**src/rtl/axi4_lite_pkg.sv**
```systemverilog
`default_nettype none
// ============================================================================
// Module   : axi4_lite_pkg
// Brief    : Response codes, FSM encodings and byte-lane merge helper for the
//            AXI4-Lite SRAM slave.
// Revision : 1.0
// ============================================================================
package axi4_lite_pkg;

    localparam logic [1:0] RESP_OKAY   = 2'b00;
    localparam logic [1:0] RESP_SLVERR = 2'b10;

    typedef enum logic [1:0] {
        WR_IDLE   = 2'd0,
        WR_WAIT_W = 2'd1,
        WR_WAIT_A = 2'd2,
        WR_RESP   = 2'd3
    } wr_state_t;

    typedef enum logic {
        RD_IDLE = 1'b0,
        RD_RESP = 1'b1
    } rd_state_t;

    // Replace only the byte lanes whose strobe bit is set.
    function automatic logic [31:0] strb_merge(
        input logic [31:0] i_old,
        input logic [31:0] i_new,
        input logic [3:0]  i_strb
    );
        logic [31:0] w_merged;
        w_merged = i_old;
        for (int i = 0; i < 4; i++) begin
            if (i_strb[i]) begin
                w_merged[8*i +: 8] = i_new[8*i +: 8];
            end
        end
        return w_merged;
    endfunction

endpackage
`default_nettype wire

```
**src/rtl/axi4_lite_strb_ram.sv**
```systemverilog
`default_nettype none
// ============================================================================
// Module   : axi4_lite_strb_ram
// Brief    : 32-bit word memory with byte-enable write port, registered read
//            port and synchronous clear of contents and read register.
// Revision : 1.0
// ============================================================================
module axi4_lite_strb_ram
    import axi4_lite_pkg::*;
#(
    parameter int DEPTH = 64,
    parameter int IDX_W = 6
) (
    input  logic             i_clk,
    input  logic             i_clr,
    input  logic             i_we,
    input  logic [IDX_W-1:0] i_waddr,
    input  logic [31:0]      i_wdata,
    input  logic [3:0]       i_wstrb,
    input  logic             i_re,
    input  logic [IDX_W-1:0] i_raddr,
    output logic [31:0]      o_rdata
);

    logic [31:0] r_mem [DEPTH];
    logic [31:0] r_rdata;

    // Read samples the array before this edge's write lands, so a colliding
    // read returns the old word.
    always_ff @(posedge i_clk) begin
        if (i_clr) begin
            for (int i = 0; i < DEPTH; i++) begin
                r_mem[i] <= '0;
            end
            r_rdata <= '0;
        end else begin
            if (i_we) begin
                r_mem[i_waddr] <= strb_merge(r_mem[i_waddr], i_wdata, i_wstrb);
            end
            if (i_re) begin
                r_rdata <= r_mem[i_raddr];
            end
        end
    end

    assign o_rdata = r_rdata;

endmodule
`default_nettype wire

```
**src/rtl/axi4_lite_sram_slave.sv**
```systemverilog
`default_nettype none
// ============================================================================
// Module   : axi4_lite_sram_slave
// Brief    : AXI4-Lite slave fronting a byte-strobed SRAM with independent
//            read and write channel FSMs.
// Revision : 1.0
// ============================================================================
module axi4_lite_sram_slave
    import axi4_lite_pkg::*;
#(
    parameter int                    ADDR_WIDTH = 32,
    parameter int                    DATA_WIDTH = 32,
    parameter logic [ADDR_WIDTH-1:0] BASE_ADDR  = 32'h00000100,
    parameter int                    DEPTH      = 64
) (
    input  logic                    iCLK,
    input  logic                    iRST,
    input  logic                    s_AWVALID,
    input  logic [ADDR_WIDTH-1:0]   s_AWADDR,
    input  logic [2:0]              s_AWPROT,
    output logic                    s_AWREADY,
    input  logic                    s_WVALID,
    input  logic [DATA_WIDTH-1:0]   s_WDATA,
    input  logic [DATA_WIDTH/8-1:0] s_WSTRB,
    output logic                    s_WREADY,
    input  logic                    s_BREADY,
    output logic                    s_BVALID,
    output logic [1:0]              s_BRESP,
    input  logic                    s_ARVALID,
    input  logic [ADDR_WIDTH-1:0]   s_ARADDR,
    input  logic [2:0]              s_ARPROT,
    output logic                    s_ARREADY,
    input  logic                    s_RREADY,
    output logic                    s_RVALID,
    output logic [1:0]              s_RRESP,
    output logic [DATA_WIDTH-1:0]   s_RDATA
);

    localparam int                  IDX_W  = (DEPTH > 1) ? $clog2(DEPTH) : 1;
    localparam logic [ADDR_WIDTH:0] c_SPAN = (ADDR_WIDTH+1)'(4 * DEPTH);

    wr_state_t                 r_wr_state;
    rd_state_t                 r_rd_state;
    logic [ADDR_WIDTH-1:0]     r_aw_addr;
    logic [DATA_WIDTH-1:0]     r_wdata;
    logic [DATA_WIDTH/8-1:0]   r_wstrb;
    logic                      r_bvalid;
    logic [1:0]                r_bresp;
    logic                      r_rvalid;
    logic [1:0]                r_rresp;
    logic                      r_rd_oor;

    logic                      w_aw_hs;
    logic                      w_w_hs;
    logic                      w_ar_hs;
    logic                      w_wr_fire;
    logic [ADDR_WIDTH-1:0]     w_wr_addr;
    logic [DATA_WIDTH-1:0]     w_wr_data;
    logic [DATA_WIDTH/8-1:0]   w_wr_strb;
    logic [ADDR_WIDTH:0]       w_wr_off;
    logic [ADDR_WIDTH:0]       w_rd_off;
    logic                      w_wr_in_range;
    logic                      w_rd_in_range;
    logic [31:0]               w_ram_rdata;
    logic                      w_unused;

    assign s_AWREADY = iRST && ((r_wr_state == WR_IDLE) || (r_wr_state == WR_WAIT_A));
    assign s_WREADY  = iRST && ((r_wr_state == WR_IDLE) || (r_wr_state == WR_WAIT_W));
    assign s_ARREADY = iRST && (r_rd_state == RD_IDLE);

    assign w_aw_hs = s_AWVALID && s_AWREADY;
    assign w_w_hs  = s_WVALID  && s_WREADY;
    assign w_ar_hs = s_ARVALID && s_ARREADY;

    // Whichever half arrived first comes from the holding register.
    assign w_wr_addr = (r_wr_state == WR_WAIT_W) ? r_aw_addr : s_AWADDR;
    assign w_wr_data = (r_wr_state == WR_WAIT_A) ? r_wdata   : s_WDATA;
    assign w_wr_strb = (r_wr_state == WR_WAIT_A) ? r_wstrb   : s_WSTRB;

    assign w_wr_fire = ((r_wr_state == WR_IDLE)   && w_aw_hs && w_w_hs) ||
                       ((r_wr_state == WR_WAIT_W) && w_w_hs) ||
                       ((r_wr_state == WR_WAIT_A) && w_aw_hs);

    // Extra top bit catches addresses below the base as a huge offset.
    assign w_wr_off      = {1'b0, w_wr_addr} - {1'b0, BASE_ADDR};
    assign w_rd_off      = {1'b0, s_ARADDR}  - {1'b0, BASE_ADDR};
    assign w_wr_in_range = (w_wr_off < c_SPAN);
    assign w_rd_in_range = (w_rd_off < c_SPAN);

    always_ff @(posedge iCLK) begin
        if (!iRST) begin
            r_wr_state <= WR_IDLE;
            r_aw_addr  <= '0;
            r_wdata    <= '0;
            r_wstrb    <= '0;
            r_bvalid   <= 1'b0;
            r_bresp    <= RESP_OKAY;
        end else begin
            case (r_wr_state)
                WR_IDLE: begin
                    if (w_aw_hs && w_w_hs) begin
                        r_wr_state <= WR_RESP;
                    end else if (w_aw_hs) begin
                        r_aw_addr  <= s_AWADDR;
                        r_wr_state <= WR_WAIT_W;
                    end else if (w_w_hs) begin
                        r_wdata    <= s_WDATA;
                        r_wstrb    <= s_WSTRB;
                        r_wr_state <= WR_WAIT_A;
                    end
                end
                WR_WAIT_W: begin
                    if (w_w_hs) begin
                        r_wr_state <= WR_RESP;
                    end
                end
                WR_WAIT_A: begin
                    if (w_aw_hs) begin
                        r_wr_state <= WR_RESP;
                    end
                end
                WR_RESP: begin
                    if (s_BREADY) begin
                        r_bvalid   <= 1'b0;
                        r_wr_state <= WR_IDLE;
                    end
                end
            endcase
            if (w_wr_fire) begin
                r_bvalid <= 1'b1;
                r_bresp  <= w_wr_in_range ? RESP_OKAY : RESP_SLVERR;
            end
        end
    end

    always_ff @(posedge iCLK) begin
        if (!iRST) begin
            r_rd_state <= RD_IDLE;
            r_rvalid   <= 1'b0;
            r_rresp    <= RESP_OKAY;
            r_rd_oor   <= 1'b0;
        end else begin
            case (r_rd_state)
                RD_IDLE: begin
                    if (w_ar_hs) begin
                        r_rvalid   <= 1'b1;
                        r_rresp    <= w_rd_in_range ? RESP_OKAY : RESP_SLVERR;
                        r_rd_oor   <= !w_rd_in_range;
                        r_rd_state <= RD_RESP;
                    end
                end
                RD_RESP: begin
                    if (s_RREADY) begin
                        r_rvalid   <= 1'b0;
                        r_rd_state <= RD_IDLE;
                    end
                end
            endcase
        end
    end

    axi4_lite_strb_ram #(
        .DEPTH (DEPTH),
        .IDX_W (IDX_W)
    ) u_ram (
        .i_clk   (iCLK),
        .i_clr   (!iRST),
        .i_we    (w_wr_fire && w_wr_in_range),
        .i_waddr (w_wr_off[IDX_W+1:2]),
        .i_wdata (w_wr_data),
        .i_wstrb (w_wr_strb),
        .i_re    (w_ar_hs && w_rd_in_range),
        .i_raddr (w_rd_off[IDX_W+1:2]),
        .o_rdata (w_ram_rdata)
    );

    assign s_BVALID = r_bvalid;
    assign s_BRESP  = r_bresp;
    assign s_RVALID = r_rvalid;
    assign s_RRESP  = r_rresp;
    assign s_RDATA  = r_rd_oor ? '0 : w_ram_rdata;

    assign w_unused = ^{s_AWPROT, s_ARPROT,
                        w_wr_off[ADDR_WIDTH:IDX_W+2], w_wr_off[1:0],
                        w_rd_off[ADDR_WIDTH:IDX_W+2], w_rd_off[1:0]};

endmodule
`default_nettype wire

```
**config.mk**
```make
export PLATFORM = sky130hd
export DESIGN_NAME = axi4_lite_sram_slave
export DESIGN_NICKNAME = d
export VERILOG_FILES = /design/src/rtl/axi4_lite_pkg.sv /design/src/rtl/axi4_lite_strb_ram.sv /design/src/rtl/axi4_lite_sram_slave.sv
export SDC_FILE = /design/constraint.sdc
export NUM_CORES = 2
export LEC_CHECK = 0
export ABC_AREA = 1
export BUFFER_PORTS_ARGS = -buffer_cell sky130_fd_sc_hd__buf_2
export CAP_MARGIN = 0
export CELL_PAD_IN_SITES_DETAIL_PLACEMENT = 1
export CELL_PAD_IN_SITES_GLOBAL_PLACEMENT = 2
export CORE_MARGIN = 1.5
export CORE_UTILIZATION = 25
export CTS_CLUSTER_DIAMETER = 30
export DETAILED_ROUTE_END_ITERATION = 16
export PLACE_DENSITY_LB_ADDON = 0.12
export SETUP_SLACK_MARGIN = 0.2
export SLEW_MARGIN = 20
export SYNTH_ARGS = -nofsm -noshare
export SYNTH_HDL_FRONTEND = slang
export SYNTH_SLANG_ARGS = --single-unit
export TNS_END_PERCENT = 10
```
**constraint.sdc**
```tcl
create_clock -name iCLK -period 10.3 [get_ports iCLK]
set_input_delay 1.545 -clock iCLK [delete_from_list [all_inputs] [get_ports iCLK]]
set_output_delay 1.545 -clock iCLK [all_outputs]
set_load 0.02 [all_outputs]
```
==> qor.txt <==
sequential power share = 0.302
VDD IR-drop max = 145 uV
placed wire-length estimate = 263,000 um
wl on met1 = 188,000 um
post-route ant nets = 0
clock latency on the worst-skew pair = 1.03 ns
Psw = 9.21 mW
Clk pwr share = 0.580
GRT Overall Usage = 0.201
Die Y = 637 um
met3 WL = 17,100 um
Internal Pwr Total = 24.1 mW
first-pass GRT wire length = 598,000 um
FMAX = 0.162 GHz
Fillers = 44,100
Startpoint Class = flop
post-route setup slack = 4.13 ns
CTS buffer count = 636
Placer Congestion = 0.771
Reg-to-Reg Start = r_wr_state[1]
RSZ-0062 raised after global routing = false
Post-synth EDFFs = 2,048
CTS tree = built
Max Buffers Root-to-Sink = 4
CTS root buf = clkbuf_16
WP buf/inv = 6
worst hold stages = 2
slowest stage delay, CP = 0.74 ns
IO Port Bufs = 141
Seq/Total Area, Yosys = 0.633
Hold Vio Cnt, Final = 0
Critical Path AT = 6.84 ns
Sink Count = 2,153
routed vias = 77,800
Worst Skew = 0.0372 ns
worst hold-check path type = reg -> reg
CP Class = reg -> reg
Leak = 47.7 nW
met2 WL post-DR = 199,000 um
crit share post-route = 0.599
most common cell after layout, fill and taps aside = nor2_1
WL/cell = 26.0 um
Min Clock Period, post-route = 6.17 ns
Top Ports = 154
Core Util, Final = 0.320
Unique masters post-synth = 46
CTS clk-pin slew, worst paths = 0.04 ns
reg2reg end = u_ram.r_mem[38][0]
CP dominant cell by count = nand2_1
Yosys reg bits = 2,153
number of hold buffers added after cts = 0
share of layout cells above drive strength 1 = 0.150
dpl cell area = 107,000 sq um
Slew Viols, Final = 0
number of global-route vias before repair = 83,500
Most used DFF post-synth = edfxtp_1
area grow syn2layout = 27.4%
Initial Util = 0.251
vias per cell = 4.84
commonest non-fill, non-tap cells in the layout = nor2_1, edfxtp_1, nand2_1
WP data required = 10.97 ns
Max-cap violations = 0
Critical Path Slowest Stage Cell = nor2_4
WHS Endpoint = r_wdata[7]
total power = 33.3 mW
combinational share of power = 0.117
largest net degree at the start of global routing = 201
cell family with most CP delay = simple AND/OR/NAND/NOR gates
H-tree Lvls = 6
CP Cell Sequence = inv_1, ha_2, buf_4, inv_4, nand2_1, nand2_1, inv_2, ha_1, nand3_1, nor2_1, nand2_1, nand2_1, nand2_1, nor2_1, nand2_1, nor2_1, nand2_1, nor2_4, buf_4, buf_12, nand3_1, nand2_1
CP Capture Type = flop
Post-Synthesis Cells = 10,100
Cell Rows = 232
Reg2Reg Depth = 22
GRT overflow = 0
Max Used Layer = met4
warnings from Yosys = 0
FFs w/ async S/R, synth = 0
Residual DRC = 0
switching fraction of total power = 0.276
outcome = complete, no violations
P per Cell Area = 260 nW/um^2
initial antenna violation count = 10
Critical Path Source = r_wr_state[1]
min-delay src = r_wdata[7]
Slew Limit Headroom = 0.237
Core ar. = 400,000 sq um
worst-path fanout max = 43
Reg2Reg Setup Slack = 4.13 ns
post-CTS setup buffer count = 0
# nets final = 10,400
post_cts resized = 0
Slew @ Worst Pin = 1.14 ns
Die Wd = 637 um
DR iter-0 viols = 5,466
dpl ws = 3.64 ns
Setup TNS Final = 0 ns
drt pass-1 iters = 5
fin area = 128,000 sq um
Setup Viol. Count Final = 0
Synth Cell Area = 100,000 sq um
syn_area_per_cell = 9.95 sq um
area of the die = 406,000 sq um
drt total wl = 418,000 um
## cell usage after synthesis, types with 2 or more instances
cell type	count	area share
a21oi_1	34	0.0017
a22oi_1	2	0.00015
and2_1	3	0.00019
buf_1	59	0.0022
buf_12	11	0.0022
buf_2	31	0.0015
buf_4	5	0.00037
buf_6	10	0.0011
buf_8	9	0.0013
clkbuf_1	648	0.024
clkinv_1	2	0.000075
dfxtp_1	105	0.021
edfxtp_1	2048	0.61
ha_1	6	0.00075
inv_1	109	0.0041
inv_2	10	0.00037
mux2i_1	31	0.0031
nand2_1	1267	0.047
nand2_2	6	0.00037
nand3_1	355	0.018
nand3_2	48	0.0048
nand3_4	182	0.032
nand3b_1	2	0.00015
nand4_1	5	0.00031
nor2_1	3412	0.13
nor2_2	13	0.00081
nor3_1	5	0.00025
o211ai_1	7	0.00052
o21ai_0	1121	0.056
o21ai_1	9	0.00045
o21ai_2	3	0.00026
o221ai_1	51	0.0044
o22ai_1	461	0.029
or2_1	6	0.00037
or2_2	2	0.00012
xnor2_1	3	0.00026
xor2_1	10	0.00087
## worst max path at each step
stage                                to  slack, ns  cells after the start
global placement     u_ram.r_mem[38][1]       3.72                     17
CTS                  u_ram.r_mem[38][0]       3.93                     22
finish               u_ram.r_mem[38][0]       4.13                     22
global route         u_ram.r_mem[37][6]       3.64                     22
detailed placement   u_ram.r_mem[38][2]       3.64                     17
floorplan           u_ram.r_mem[18][16]       6.16                     17
## area by class of cell
type                            instances  area, sq um  area share
Antenna cell                            6         15.0    0.000117
Clock buffer                          745        16600       0.130
Clock inverter                        408         4560      0.0356
Timing Repair Buffer                  325         2430      0.0190
Tap cell                             5265         6590      0.0515
Multi-Input combinational cell       7052        33800       0.264
Inverter                              122          488     0.00381
Sequential cell                      2153        63600       0.497
## kinds of logic after synthesis
group	Yosys count	share of synthesized area
xor gates and xnor gates	13	0.00113
AOI/OAI and AO/OA	1690	0.0922
muxes	31	0.00309
buffers and inverters	896	0.0376
other	1	0.0000373
and+or+nand+nor	5310	0.232
adders and majority gates	6	0.000747
DFF	2153	0.633
## registers in the layout, summed over array words and instances (netlist names), 2 cells and up
| signal | flops |
|---|---|
| r_wstrb | 4 |
| r_wdata | 32 |
| r_aw_addr | 30 |
| u_ram.o_rdata | 32 |
| r_wr_state | 2 |
| u_ram.r_mem | 2048 |
## worst min-delay path: stages, from the launching register on
cell and delay (ns):
dfxtp_1 0.29, inv_1 0.06, a21oi_1 0.05
## power by group through the flow
stage	logic [mW]	registers (mW)	clock network (mW)
finish	3.91	10.1	19.3
global route	4.18	10.1	20.1
CTS	4.01	10.1	19.6
detailed placement	4.00	10.2	0
global placement	3.99	10.2	0
floorplan	1.97	10.1	0
## per-layer routing
layer	track usage	up-vias
li1	-	35600
met1	0.265	39900
met2	0.337	1664
met3	0.0291	629
met4	0.0689	0
met5	0	-
## metrics by stage
| step | hold WS [ns] | instances |
|---|---|---|
| final | 0.451 | 16100 |
| after CTS | 0.452 | 16100 |
| after floorplan | 0.429 | 10100 |
| after global routing | 0.475 | 16100 |
| after global placement | 0.439 | 14900 |
| after detailed placement | 0.446 | 14900 |
Note: power is estimated with default switching activity, not from simulation.
